File: config.mk
export PLATFORM = sky130hd
export DESIGN_NAME = msg_send_arbiter
export DESIGN_NICKNAME = d
export VERILOG_FILES = /design/src/rtl/msg_send_arbiter.sv
export SDC_FILE = /design/constraint.sdc
export NUM_CORES = 1
export LEC_CHECK = 0
export CORE_AREA = 2 2 79 81
export CTS_BUF_LIST = sky130_fd_sc_hd__clkbuf_8
export DETAILED_ROUTE_END_ITERATION = 6
export DIE_AREA = 0 0 81 83
export GPL_TIMING_DRIVEN = 0
export PLACE_DENSITY = 0.93
export SYNTH_ARGS = -nofsm -noshare
export SYNTH_HDL_FRONTEND = slang
export SYNTH_SLANG_ARGS = --single-unit
File: constraint.sdc
create_clock -name Clock -period 1.9 [get_ports Clock]
set_input_delay 0.19 -clock Clock [delete_from_list [all_inputs] [get_ports Clock]]
set_output_delay 0.19 -clock Clock [all_outputs]
set_load 0.05 [all_outputs]
File: src/rtl/msg_send_arbiter.sv
// Round-robin arbiter sharing one message sender among N sources: muxes the owner's
// header/count/data onto the sender and routes the sender's address strobes back to it.
module msg_send_arbiter #(
    parameter int unsigned N  = 4,
    parameter int unsigned IW = 2
) (
    input  logic            Clock,
    input  logic            Clear_n,
    input  logic [N-1:0]    Req,
    output logic [N-1:0]    Grant,
    output logic [IW-1:0]   GrantIdx,
    output logic [N-1:0]    Done,
    input  logic [8*N-1:0]  HeaderBytes,
    input  logic [N-1:0]    LastHeaderBytes,
    input  logic [16*N-1:0] ByteCounts,
    input  logic [8*N-1:0]  DataBytes,
    output logic [N-1:0]    ClearHeaderAddrs,
    output logic [N-1:0]    NextHeaderAddrs,
    output logic [N-1:0]    ClearDataAddrs,
    output logic [N-1:0]    RamReads,
    input  logic            SndReady,
    output logic            SndSend,
    output logic [7:0]      SndHeaderByte,
    output logic            SndLastHeaderByte,
    output logic [15:0]     SndByteCount,
    output logic [7:0]      SndDataByte,
    input  logic            SndClearHeaderAddr,
    input  logic            SndNextHeaderAddr,
    input  logic            SndClearDataAddr,
    input  logic            SndRamRead
);

    localparam logic [2:0] StIdle     = 3'd0;
    localparam logic [2:0] StSettle   = 3'd1;
    localparam logic [2:0] StLaunch   = 3'd2;
    localparam logic [2:0] StWaitDone = 3'd3;
    localparam logic [2:0] StRelease  = 3'd4;

    logic [2:0]    state_q;
    logic [N-1:0]  grant_q;
    logic [IW-1:0] grant_idx_q;
    logic [IW-1:0] ptr_q;

    logic          win_found;
    logic [IW-1:0] win_idx;
    logic [IW-1:0] cand;
    logic [N-1:0]  win_onehot;

    // Search upward from the slot after the last owner, wrapping at N-1.
    always_comb begin
        win_found  = 1'b0;
        win_idx    = '0;
        cand       = ptr_q;
        win_onehot = '0;
        for (int k = 0; k < N; k++) begin
            cand = (cand == IW'(N - 1)) ? '0 : cand + 1'b1;
            if (!win_found && Req[cand]) begin
                win_found = 1'b1;
                win_idx   = cand;
            end
        end
        win_onehot[win_idx] = win_found;
    end

    always_ff @(posedge Clock) begin
        if (!Clear_n) begin
            state_q     <= StIdle;
            grant_q     <= '0;
            grant_idx_q <= '0;
            ptr_q       <= IW'(N - 1);
        end else begin
            case (state_q)
                StIdle: begin
                    if (SndReady && win_found) begin
                        grant_q     <= win_onehot;
                        grant_idx_q <= win_idx;
                        state_q     <= StSettle;
                    end
                end
                StSettle: state_q <= StLaunch;
                StLaunch: begin
                    if (!SndReady) state_q <= StWaitDone;
                end
                StWaitDone: begin
                    if (SndReady) state_q <= StRelease;
                end
                StRelease: begin
                    ptr_q       <= grant_idx_q;
                    grant_q     <= '0;
                    grant_idx_q <= '0;
                    state_q     <= StIdle;
                end
                default: state_q <= StIdle;
            endcase
        end
    end

    assign Grant    = grant_q;
    assign GrantIdx = grant_idx_q;
    assign SndSend  = (state_q == StLaunch);
    assign Done     = (state_q == StRelease) ? grant_q : '0;

    // Grant is one-hot or zero, so an AND-OR mux selects the owner or yields zeros.
    always_comb begin
        SndHeaderByte     = '0;
        SndLastHeaderByte = 1'b0;
        SndByteCount      = '0;
        SndDataByte       = '0;
        for (int i = 0; i < N; i++) begin
            if (grant_q[i]) begin
                SndHeaderByte     = SndHeaderByte | HeaderBytes[8*i +: 8];
                SndLastHeaderByte = SndLastHeaderByte | LastHeaderBytes[i];
                SndByteCount      = SndByteCount | ByteCounts[16*i +: 16];
                SndDataByte       = SndDataByte | DataBytes[8*i +: 8];
            end
        end
    end

    assign ClearHeaderAddrs = {N{SndClearHeaderAddr}} & grant_q;
    assign NextHeaderAddrs  = {N{SndNextHeaderAddr}} & grant_q;
    assign ClearDataAddrs   = {N{SndClearDataAddr}} & grant_q;
    assign RamReads         = {N{SndRamRead}} & grant_q;

endmodule

==> results.md <==
- In the final routed layout, each cell accounts on average for 17.6 um.
- The synthesized area divided by synthesized cell count is just under 7 um^2.
- The number of flops mapped to enable cells by yosys is 0.
- The class of the most critical hold timing path is reg -> reg.
- Buffers added to address setup during post-CTS repair amount to 0.
- Max-cap violations in this run came to 0.
- Global routing consumed, over all layers together, about a quarter of the routing resources.
- The startpoint identified for the worst hold timing path is GrantIdx[1].
- The die is ~83 um tall.
- Based on the critical path, the design can be clocked at up to 546 MHz.
- The total of flip-flops plus latches after synthesis is 11.
- The total CTS buffers is 3.
- The reg-to-reg setup timing slack is between 0.06 and 0.07 ns.
- Row generation in the floorplan step produced 28 rows.
- The clock input transition at the sequential cells of the worst setup and hold paths is around 0.050 ns.
- For this run, the share of the core covered by cells in the final layout is 59.9%.
- The vias after detailed routing is 2514.
- The wire-length estimate of the detail-placed layout is just under 7000 um.
- In this run the tightest slew margin relative to its limit is about 65%.
- The reg-to-reg startpoint is ptr_q[0].
- At the worst endpoint, the required time is ~2 ns.
- The count of antenna diodes in the layout is 0.
- Entering global routing, the biggest net connects 11 pins.
- The last weighted congestion value of the routability-driven placer is approximately 0.84.
- The sequential element share of the synthesized area is between 10% and 20%.
- The TritonCTS clock tree is yes.
- The worst-case clock buffer depth is 2.
- Once the floorplan was initialized, standard cells occupied 24.5% of the core.
- The leakage component of the power is roughly 1.5 nW.
- The start-to-end type of the worst setup path is reg -> reg.
- The placeable core area is a little under 0.006 mm^2.
- Setup violations remaining at the end of the flow were counted as 0.
- The number of nets at the end of the flow is between 500 and 600.
- The filler-free cell count of the finished design is about 490.
- The root buffer selected by CTS is clkbuf_8.
- For this run, asynchronously set or reset flops after synthesis account for 0%.
- The worst-case IR drop observed on VDD is 305 uV.
- The final period utilization is 96.4%.
- The CTS H-tree depth is 1.
- The via count of the first global-routing pass was 2560.
- The area growth from synthesis to final layout is 144%.
- The count of input and output buffers is between 200 and 250.
- The count of nets left with antenna violations once routing finished came out at 0.
- The number of antenna violations at the first check in global routing was 0.
- The end of the worst hold path is GrantIdx[1].
- Setup repair after global routing left no endpoint under its margin.
- The most used flip-flop cell after synthesis is dfxtp_1.
- The clock net in this run drives a total of 11 sinks.
- The worst setup path is captured at a flip-flop.
- The power per standard cell area is approximately 430 mW/mm^2.
- The worst flop-to-flop path endpoint is Grant[1].
- The worst path setup slack after routing is roughly 0.069 ns.
- Wires add up to ~8500 um.
- At the pin with the least slew margin, the transition time is approximately 0.52 ns.
- Counting the fill cells in the layout gives about 540.
- The number of stages on the worst hold path is 2.
- The cell count after placement is roughly 480.
- The minimum setup slack after placement is -0.632 ns.
- The post-synthesis cell count is roughly 200.
- After synthesis, the netlist uses 36 different library cells.
- After routing, the total negative slack on setup checks comes to 0 ns.
- The arrival time at the worst endpoint is about 2 ns.
- The worst hold-check slack is a little over 0.5 ns.
- On the final layout, the worst clock skew is approximately 0.005 ns.
- Using the TritonRoute via totals, the vias-per-cell ratio works out to 5.18.
- The number of nets in the synthesized netlist is between 300 and 400.
- For this design the top-level I/O count stands at between 200 and 250.
- The cell count of the worst reg-to-reg path is 5.
- The final count of hold timing violations came to 0.
- The source-to-sink clock delay at the later pin of the worst-skew pair is roughly 0.24 ns.
- The share of layout cells above drive strength 1 is around 17%.
- The smallest clock period supported by the final layout is computed as about 1.8 ns.
- The Yosys step of the flow raised 0 warnings.
- For this block, the initial DRC count from the detailed router was 92.
- In this run the horizontal extent of the chip is 81 um.
- The total congestion overflow after global routing is 0.
- The first detailed-routing pass ran for 4 iterations.
- The area of the die is ~0.0067 mm^2.
- The area of the mapped netlist is 0.00142 mm^2.
- The peak fanout along the critical path is 9.
- The nature of the critical path startpoint is a flip-flop.
- After detailed routing, the number of remaining DRC violations is 0.
- The first global-routing pass estimated 12800 um of wire.
- The final number of max-transition violations is 0.
- The flow ran to the end, and the final reports show no timing, DRC or antenna violations.
## through the flow
stage | total power [mW] | cell area, um^2
floorplan | 0.772 | 1430
global placement | 1.30 | 3530
detailed placement | 1.31 | 3530
CTS | 1.52 | 3630
global route | 1.57 | 3480
finish | 1.49 | 3480
## cells in the final DEF, fill, tap and decap left out, drive strengths merged, types with 2 or more instances in the layout
cell / netlist / layout
clkdlybuf4s15: 0 / 14
dfxtp: 11 / 11
buf: 6 / 29
nand4: 2 / 2
clkdlybuf4s18: 0 / 2
a211oi: 2 / 2
a22oi: 66 / 66
o31ai: 2 / 2
nand2b: 3 / 3
mux2i: 2 / 2
o22ai: 2 / 2
and2: 17 / 17
nand3: 4 / 4
a21oi: 3 / 3
nor3b: 3 / 3
a32o: 2 / 2
inv: 3 / 3
clkbuf: 14 / 24
nor2: 5 / 5
nand2: 38 / 38
clkdlybuf4s50: 0 / 147
and3: 7 / 7
dlygate4sd2: 0 / 8
nor3: 2 / 2
## state kept, by name, indices dropped and copies added, names as in the netlist
name	count
GrantIdx	2
ptr_q	2
state_q	3
Grant	4
## critical path, cell delays in order, from the launching register on
cell     delay, ns
dfxtp_2       0.34
ha_1          0.29
buf_2         0.17
or4_4         0.44
a31o_1        0.23
a32o_1        0.25
## timing repair
action	CTS	global route
endpoints found under the setup margin	54	45
gates resized for setup	146	74
hold buffers	0	0
cloned	0	0
## logic make-up (layout without fill, tap and decap cells)
logic type               count (synthesis)  in the layout  synth area share (%)
AO/OA/AOI/OAI                           83             83                  44.0
adder cells (fa/ha/maj)                  1              1                 0.879
buffers and inverters                   23            228                  6.94
flip-flops                              11             11                  15.5
multiplexers                             2              2                  1.41
AND/OR/NAND/NOR                         85             85                  31.3
## per-layer routing
layer | up-vias | track usage [%] | routed length [um]
li1 | 1203 | - | -
met1 | 1171 | 27.0 | 3160
met2 | 129 | 44.1 | 4380
met3 | 11 | 4.78 | 867
met4 | 0 | 5.86 | 113
met5 | - | 0 | 0
## final cells by class
class / count / area [um^2] / area share [%]
timing repair buffer: 201 / 1860 / 53.5
multi-input combinational: 171 / 1120 / 32.2
sequential: 11 / 224 / 6.43
buffer: 20 / 123 / 3.52
tap: 75 / 93.8 / 2.70
clock buffer: 3 / 41.3 / 1.19
inverter: 3 / 11.3 / 0.324
clock inverter: 1 / 5.00 / 0.144
## how the worst max path moves through the flow
| stage | slack [ns] | depth (start not counted) | end | start |
|---|---|---|---|---|
| finish | 0.07 | 5 | Grant[1] | ptr_q[0] |
| global route | 0.002 | 5 | SndByteCount[8] | Grant[2] |
| CTS | 0.001 | 5 | SndByteCount[9] | Grant[2] |
| floorplan | 0.01 | 4 | SndByteCount[4] | Grant[1] |
| global placement | -0.65 | 5 | SndHeaderByte[5] | Grant[0] |
| detailed placement | -0.63 | 5 | SndHeaderByte[5] | Grant[0] |
## Yosys cell counts, types with 2 or more instances
cell type / count / area [um^2]
a32o_1: 2 / 20.0
and2_1: 17 / 106
a21oi_1: 3 / 15.0
and3_1: 7 / 43.8
nor3b_1: 3 / 22.5
a22oi_1: 66 / 495
clkbuf_1: 14 / 52.6
nor3_1: 2 / 10.0
nand2_1: 38 / 143
a211oi_1: 2 / 15.0
nand2b_1: 3 / 18.8
nand3_1: 4 / 20.0
o22ai_1: 2 / 12.5
buf_1: 3 / 11.3
inv_1: 3 / 11.3
nor2_1: 4 / 15.0
nand4_1: 2 / 12.5
dfxtp_1: 11 / 220
mux2i_1: 2 / 20.0
## power by group
part	internal (mW)	switching [mW]
Combinational	0.433	0.561
Sequential	0.243	0.0169
Clock	0.145	0.0958
No activity file was read; power rests on OpenSTA's default activity.
